**src/rtl/mux_chan_scan_if.sv**
```systemverilog
// ============================================================================
//  Module   : mux_chan_scan_if
//  Brief    : Channel bank / consumer bundle for the scanning channel mux.
//  Revision : 1.0  initial release
// ============================================================================
`default_nettype none

interface mux_chan_scan_if #(
   parameter int N_CH = 16,
   parameter int W    = 8
);
   localparam int SEL_W = $clog2(N_CH);

   logic [N_CH*W-1:0] a;
   logic [SEL_W-1:0]  sel;
   logic              mode;
   logic [N_CH-1:0]   ch_en;
   logic              start;
   logic [W-1:0]      y;
   logic [SEL_W-1:0]  y_ch;
   logic              y_valid;
   logic              y_ready;
   logic              busy;

   // master: sample banks plus downstream consumer; slave: the mux itself
   modport master (
      output a, sel, mode, ch_en, start, y_ready,
      input  y, y_ch, y_valid, busy
   );

   modport slave (
      input  a, sel, mode, ch_en, start, y_ready,
      output y, y_ch, y_valid, busy
   );
endinterface

`default_nettype wire

```
**src/rtl/mux_chan_scan.sv**
```systemverilog
// ============================================================================
//  Module   : mux_chan_scan
//  Brief    : Registered N-channel W-bit mux, valid/ready output, masked scan.
//  Revision : 1.0  initial release
// ============================================================================
`default_nettype none

module mux_chan_scan #(
   parameter int N_CH = 16,
   parameter int W    = 8
) (
   input wire logic         clk,
   input wire logic         rst_n,
   mux_chan_scan_if.slave   bus
);
   localparam int SEL_W = $clog2(N_CH);

   typedef enum logic [0:0] {
      IDLE = 1'b0,
      SCAN = 1'b1
   } state_t;

   state_t            r_state;
   state_t            w_state_nxt;
   logic [N_CH-1:0]   r_mask;
   logic [N_CH-1:0]   w_mask_nxt;
   logic [W-1:0]      r_y;
   logic [W-1:0]      w_y_nxt;
   logic [SEL_W-1:0]  r_y_ch;
   logic [SEL_W-1:0]  w_y_ch_nxt;
   logic              r_y_valid;
   logic              w_y_valid_nxt;

   logic [W-1:0]      w_ch_data [N_CH];
   logic [W-1:0]      w_sel_data;
   logic [W-1:0]      w_scan_data;
   logic [SEL_W-1:0]  w_low_idx;
   logic [N_CH-1:0]   w_mask_clr;
   logic              w_load_ok;

   for (genvar k = 0; k < N_CH; k++) begin : g_unpack
      assign w_ch_data[k] = bus.a[k*W +: W];
   end

   // Out-of-range selects (non power-of-two N_CH) fall through to zero
   always_comb begin
      w_sel_data = '0;
      for (int k = 0; k < N_CH; k++) begin
         if (bus.sel == SEL_W'(k)) begin
            w_sel_data = w_ch_data[k];
         end
      end
   end

   // Descending walk so the lowest set mask bit wins
   always_comb begin
      w_low_idx   = '0;
      w_scan_data = '0;
      for (int k = N_CH - 1; k >= 0; k--) begin
         if (r_mask[k]) begin
            w_low_idx   = SEL_W'(k);
            w_scan_data = w_ch_data[k];
         end
      end
   end

   assign w_mask_clr = r_mask & (r_mask - 1'b1);
   assign w_load_ok  = !r_y_valid || bus.y_ready;

   always_comb begin
      w_state_nxt   = r_state;
      w_mask_nxt    = r_mask;
      w_y_nxt       = r_y;
      w_y_ch_nxt    = r_y_ch;
      w_y_valid_nxt = r_y_valid;
      case (r_state)
         IDLE: begin
            if (!bus.mode) begin
               if (w_load_ok) begin
                  w_y_nxt       = w_sel_data;
                  w_y_ch_nxt    = bus.sel;
                  w_y_valid_nxt = 1'b1;
               end
            end else begin
               if (w_load_ok) begin
                  w_y_valid_nxt = 1'b0;
               end
               if (bus.start && (|bus.ch_en)) begin
                  w_mask_nxt  = bus.ch_en;
                  w_state_nxt = SCAN;
               end
            end
         end
         SCAN: begin
            // Mask only advances on a load, so stalls never skip a channel
            if (w_load_ok) begin
               w_y_nxt       = w_scan_data;
               w_y_ch_nxt    = w_low_idx;
               w_y_valid_nxt = 1'b1;
               w_mask_nxt    = w_mask_clr;
               if (w_mask_clr == '0) begin
                  w_state_nxt = IDLE;
               end
            end
         end
         default: w_state_nxt = IDLE;
      endcase
   end

   always_ff @(posedge clk or negedge rst_n) begin
      if (!rst_n) begin
         r_state   <= IDLE;
         r_mask    <= '0;
         r_y       <= '0;
         r_y_ch    <= '0;
         r_y_valid <= 1'b0;
      end else begin
         r_state   <= w_state_nxt;
         r_mask    <= w_mask_nxt;
         r_y       <= w_y_nxt;
         r_y_ch    <= w_y_ch_nxt;
         r_y_valid <= w_y_valid_nxt;
      end
   end

   assign bus.y       = r_y;
   assign bus.y_ch    = r_y_ch;
   assign bus.y_valid = r_y_valid;
   assign bus.busy    = (r_state == SCAN);

endmodule

`default_nettype wire

```
**src/flat_wrapper.sv**
```systemverilog
// flat-port wrapper written by rule: the top's interface ports become plain ports
module mux_chan_scan_flat 
#(
   parameter int N_CH = 16,
   parameter int W    = 8
)
  (clk, rst_n, bus_a, bus_sel, bus_mode, bus_ch_en, bus_start, bus_y_ready, bus_y, bus_y_ch, bus_y_valid, bus_busy);
  mux_chan_scan_if #(.N_CH(N_CH), .W(W)) bus_i ();
  input wire logic clk;
  input wire logic rst_n;
  input wire logic [$bits(bus_i.a)-1:0] bus_a;
  input wire logic [$bits(bus_i.sel)-1:0] bus_sel;
  input wire logic [$bits(bus_i.mode)-1:0] bus_mode;
  input wire logic [$bits(bus_i.ch_en)-1:0] bus_ch_en;
  input wire logic [$bits(bus_i.start)-1:0] bus_start;
  input wire logic [$bits(bus_i.y_ready)-1:0] bus_y_ready;
  output wire logic [$bits(bus_i.y)-1:0] bus_y;
  output wire logic [$bits(bus_i.y_ch)-1:0] bus_y_ch;
  output wire logic [$bits(bus_i.y_valid)-1:0] bus_y_valid;
  output wire logic [$bits(bus_i.busy)-1:0] bus_busy;
  assign bus_i.a = bus_a;
  assign bus_i.sel = bus_sel;
  assign bus_i.mode = bus_mode;
  assign bus_i.ch_en = bus_ch_en;
  assign bus_i.start = bus_start;
  assign bus_i.y_ready = bus_y_ready;
  assign bus_y = bus_i.y;
  assign bus_y_ch = bus_i.y_ch;
  assign bus_y_valid = bus_i.y_valid;
  assign bus_busy = bus_i.busy;
  mux_chan_scan #(.N_CH(N_CH), .W(W)) u_core (.clk(clk), .rst_n(rst_n), .bus(bus_i));
endmodule
```
**config.mk**
```make
export PLATFORM = sky130hd
export DESIGN_NAME = mux_chan_scan_flat
export DESIGN_NICKNAME = d
export VERILOG_FILES = /design/src/rtl/mux_chan_scan_if.sv /design/src/rtl/mux_chan_scan.sv /design/src/flat_wrapper.sv
export SDC_FILE = /design/constraint.sdc
export NUM_CORES = 1
export LEC_CHECK = 0
export CORE_MARGIN = 4
export CORE_UTILIZATION = 41
export CTS_BUF_LIST = sky130_fd_sc_hd__clkbuf_2 sky130_fd_sc_hd__clkbuf_4 sky130_fd_sc_hd__clkbuf_8
export DETAILED_ROUTE_END_ITERATION = 6
export HOLD_SLACK_MARGIN = 0.1
export PLACE_DENSITY = 0.79
export SETUP_SLACK_MARGIN = 0.4
export SLEW_MARGIN = 20
export SYNTH_ARGS = -nofsm -noshare
export SYNTH_HDL_FRONTEND = slang
export SYNTH_SLANG_ARGS = --single-unit
```
**constraint.sdc**
```tcl
create_clock -name clk -period 2.1 [get_ports clk]
set_clock_uncertainty 0.05 [all_clocks]
set_input_delay 0.42 -clock clk [delete_from_list [all_inputs] [get_ports clk]]
set_output_delay 0.42 -clock clk [all_outputs]
set_load 0.1 [all_outputs]
```
* Yosys cells after proc, flatten, opt, wreduce, memory -nomap -nowiden
Index checks and enable logic that the tools add are counted. Widths: inputs -> output; s select.
Cells by class: bitwise operators 2, equal/unequal tests 21, add/subtract/negate cells 1, mux-type cells 69, reduce and logical (&&, ||, !) cells 8
Operators by type and width (number):
- $mux 8 | 35
- $mux 4 | 19
- $mux 16 | 3
- $eq 4x4->1 const B | 8
- $pmux 16 s2 | 1
- $and 16x16->16 | 1
- $eq 4x3->1 const B | 4
- $logic_not 16->1 | 1
- $pmux 8 s2 | 1
- $reduce_or 16->1 | 1
- $sub 16x1->16 const B | 1
- $eq 4x2->1 const B | 2
- $pmux 4 s2 | 1
- $mux 1 | 7
- $ne 2x2->1 const B | 3
- $reduce_and 3->1 | 2
- $eq 4x1->1 const B | 1
- $logic_not 4->1 | 1
- $ne 2x1->1 const B | 2
- $pmux 1 s2 | 2
- $ne 3x2->1 const B | 1
- $logic_and 1x1->1 | 1
- $logic_not 1->1 | 1
- $logic_or 1x1->1 | 1
- $not 1->1 | 1
Storage, ports and cells: output and inout bits 14, bits of input ports 153, logic and storage cells 106, register bits after elaboration 30

* Logic depth before layout (Yosys ltp)
depth in word-level cells 20, mapped depth 10, mapped depth without buffers 6

* Worst setup path after synthesis
OpenSTA, ideal clock, no wires.
kind register to register, from reg u_core.r_state, in the netlist u_core.bus.busy, to reg u_core.r_state, in the netlist u_core.bus.busy, data required time 1.924 ns, period minus slack after synthesis 2.341 ns, arrival 2.165 ns, buffers on the path 0, stages on the path, launching flop included 5, slack -0.241 ns, setup time 0.126 ns, path through dfrtp_1 nor2b_1 and3_1 or4_1 o32a_1
Between the ends: cells in the longest elaborated chain, start to end 2
RTL lines:
- start, declared | line mux_chan_scan.sv:23 | state_t r_state;
- start signal, assigned | line mux_chan_scan.sv:118 | r_state <= w_state_nxt;
- $not 1->1 | line mux_chan_scan.sv:76 | case (r_state)
- $pmux 1 s2 * | line mux_chan_scan.sv:76
- via u_core.w_state_nxt | line mux_chan_scan.sv:24 | state_t w_state_nxt;
Mark *: on every way through the listed nets, which the timed path passes. The rest lies on a longest branch. A chain may end at the register's enable or synchronous reset.

* Worst setup path after layout
from reg u_core.r_mask[2], to reg u_core.r_state, in the netlist u_core.bus.busy
Between the ends: cells in the longest elaborated chain, start to end 6
RTL lines:
- start, declared | line mux_chan_scan.sv:25 | logic [N_CH-1:0] r_mask;
- start signal, assigned | line mux_chan_scan.sv:119 | r_mask <= w_mask_nxt;
- $sub 16x1->16 | line mux_chan_scan.sv:67 | assign w_mask_clr = r_mask & (r_mask - 1'b1);
- $and 16x16->16 * | line mux_chan_scan.sv:67
- $logic_not 16->1 * | line mux_chan_scan.sv:101 | if (w_mask_clr == '0) begin
- $mux 1 * | line mux_chan_scan.sv:101
- $mux 1 * | line mux_chan_scan.sv:96 | if (w_load_ok) begin
- $pmux 1 s2 * | line mux_chan_scan.sv:76
- via u_core.w_state_nxt | line mux_chan_scan.sv:24
Marked as above.

==> results by group <==
GRT
  • Global-route wire length before repair: 39.25 mm
  • Largest net degree at the start of global routing: 31
  • GR Util All Layers: 0.4365
  • Initial antenna violation count: 0
  • Vias in the first global route: 7130
  • Grt total ovfl: 0

Logic synthesis
  • Number of flops mapped to enable cells by yosys: 0
  • Mean Syn Cell Area: 7.112 um^2
  • Yosys reg bits: 30
  • Synth Instances: 585
  • Main synth FF type: dfrtp_1
  • FFs w/ async S/R, synth: 1.000
  • Syn nets: 738
  • Synth Warn #: 0
  • Synthesized cell area: 0.004160 mm^2
  • Sequential area share after synthesis: 0.1805
  • Distinct cells, synth: 61

Setup path
  • Slowest stage cell on the critical path: a2111oi_0
  • Crit path largest cell delay: 0.60 ns
  • R2R Path End: u_core.bus.busy
  • CP max FO: 3
  • CP Class: flip-flop to flip-flop
  • Flop-to-flop setup slack: -0.32 ns
  • Worst Setup Start Kind: flip-flop
  • WP data required: 2.22 ns
  • CP Cell Sequence: buf_6, a2111oi_0, buf_4, o21ai_0, or4_1, o32a_1
  • Critical Path End Type: flip-flop
  • Worst R2R Start: u_core.r_mask[2]
  • Arr. time, crit path: 2.55 ns
  • Worst Reg-to-Reg Cells: 6

Place
  • PortBufs: 166
  • GP Congestion: 1.003
  • Placed Cells: 1011
  • Pre-CTS WS: -0.7869 ns
  • Dpl hpwl: 19.13 mm
  • Area post-placement: 0.007211 mm^2

Detailed routing
  • Post-route ant nets: 0
  • Total Wirelength: 30.79 mm
  • Drt drc: 8
  • Drt initial violations: 1414
  • Avg Vias per Cell: 7.193
  • First-pass DRT Iterations: 7
  • Routed len/inst: 29.08 um
  • DR vias: 7617

Die
  • # rows: 36
  • I/O pin cnt: 167
  • Die area: 0.01182 mm^2
  • Die W: 108.7 um
  • Initial Utilization: 0.4237
  • Chip Height: 108.7 um
  • Placeable Area: 0.009819 mm^2

Cells and area
  • Area growth from synthesis to layout: 104.5%
  • Nets: 1078
  • Layout cells sized above 1: 0.4158
  • Non-filler cells, final: 1059
  • Final instance area: 0.008507 mm^2
  • Diodes inserted: 0
  • Fillers: 483
  • Post-layout util: 0.8663

STA
  • Final worst path period share: 1.155
  • Slew Viols, Final: 0
  • Worst-margin pin slew: 0.6243 ns
  • Final min period: 2.425 ns
  • Setup TNS: -0.9300 ns
  • RSZ-0062 raised after global routing: true
  • Post-route setup slack: -0.3248 ns
  • Fmax: 0.4124 GHz
  • Final Setup Violations: 9
  • Slew headroom: 0.5730
  • Fin. Hold Viols: 0
  • WHS: 0.4402 ns

CTS
  • Clock Latency Late Sink: 0.30 ns
  • CTS H-tree lvls: 2
  • Root buf cell: clkbuf_8
  • TritonCTS Buffers: 5
  • TritonCTS sink count: 30
  • Clk pin slew, worst setup/hold paths: 0.07 ns
  • CTS Buffer Depth: 2
  • CTS tree: built

Hold path
  • Worst min path class: input port to async pin

Power
  • P per Cell Area: 1440 mW/mm^2
  • Maximum VDD drop: 1625 uV
  • Leak: 3.675 nW
  • Overall power: 12.25 mW

Run status
  • Status: finished, violations left
  • Failing checks: design-rule violations, negative setup slack

Flow run
  • Max-cap violations: 0
[sequential cells by signal, summed over array words and instances, names as in the netlist]
register,count
u_core.bus.busy,1
u_core.bus.y,8
u_core.bus.y_ch,4
u_core.bus.y_valid,1
u_core.r_mask,16
[what timing repair did]
| item | CTS | global route |
|---|---|---|
| setup buffers | 25 | 13 |
| resized for setup | 159 | 101 |
| hold buffers | 0 | 0 |
| pin swaps | 61 | 37 |
| gates cloned | 0 | 2 |
| endpoints found under the setup margin | 30 | 29 |
[kinds of logic after synthesis]
kind of cell / Yosys count / share of synthesized area
AO/OA/AOI/OAI: 259 / 0.4253
flip-flops: 30 / 0.1805
multiplexers: 30 / 0.09504
AND/OR/NAND/NOR: 188 / 0.2217
adder cells (fa/ha/maj): 1 / 0.002406
buffers and inverters: 77 / 0.07519
[area by class of cell]
cell class	count	area, um^2	share of cell area
inverters	23	91.34	0.01074
flip-flops and latches	30	760.7	0.08942
multi-input cells	478	3847	0.4523
clock buffers	7	90.09	0.01059
clock inverters	1	5.005	0.0005883
well taps	133	166.4	0.01956
repair buffers	387	3546	0.4168
[cells in the mapped netlist, drive strengths merged, types with 16 or more instances]
library cell,n,share of area
nand2b,16,0.024
nor2b,22,0.033
nand2,55,0.050
inv,23,0.021
a221oi,28,0.059
nor2,46,0.042
o21ai,65,0.078
mux2i,17,0.041
o22ai,19,0.029
a21oi,44,0.053
dfrtp,30,0.18
clkbuf,41,0.037
[cells in the final DEF (no fill, tap or decap), types with 14 or more instances in the layout]
cell type,synthesis,layout
nand2_1,55,52
o22ai_1,19,17
o21ai_1,1,15
buf_4,0,188
o21ai_0,64,35
dfrtp_1,30,26
o21ai_2,0,14
nor2b_1,22,15
mux2i_1,17,17
a21oi_1,44,32
buf_6,2,40
inv_1,23,21
clkdlybuf4s50_1,0,120
nor2_1,46,33
[power by group]
| group | total, mW | switching (mW) | internal [mW] |
|---|---|---|---|
| Sequential | 1.18 | 0.321 | 0.855 |
| Combinational | 10.5 | 6.07 | 4.45 |
| Clock | 0.559 | 0.280 | 0.278 |
| Total | 12.3 | 6.67 | 5.58 |
[worst max-delay path, delay by kind of cell, from the launching register on]
family / cells / cell delay (ns)
compound gates: 3 / 1.05
flops: 1 / 0.41
buf+inv: 2 / 0.35
simple gates: 1 / 0.44
[metal layers]
layer | routed length, um | vias to the layer above | share of wire | track usage
li1 | - | 2953 | - | -
met1 | 10310 | 3410 | 0.33 | 0.5399
met2 | 13070 | 908 | 0.42 | 0.7012
met3 | 4534 | 346 | 0.15 | 0.1160
met4 | 2879 | 0 | 0.093 | 0.2173
met5 | 0 | - | 0 | 0
[worst max-delay path by stage]
stage          depth (start not counted)             start  slack, ns               end
2_1_floorplan                          8  u_core.r_mask[0]      -0.17   u_core.bus.busy
3_3_place_gp                           7      bus_ch_en[3]      -0.60   u_core.bus.busy
4_1_cts                                6  u_core.r_mask[1]      -0.08   u_core.bus.busy
5_1_grt                                8  u_core.r_mask[2]      -0.46   u_core.bus.busy
3_5_place_dp                           9      bus_ch_en[3]      -0.79  u_core.r_mask[1]
6_report                               6  u_core.r_mask[2]      -0.32   u_core.bus.busy
(Power assumes the default switching activity.)
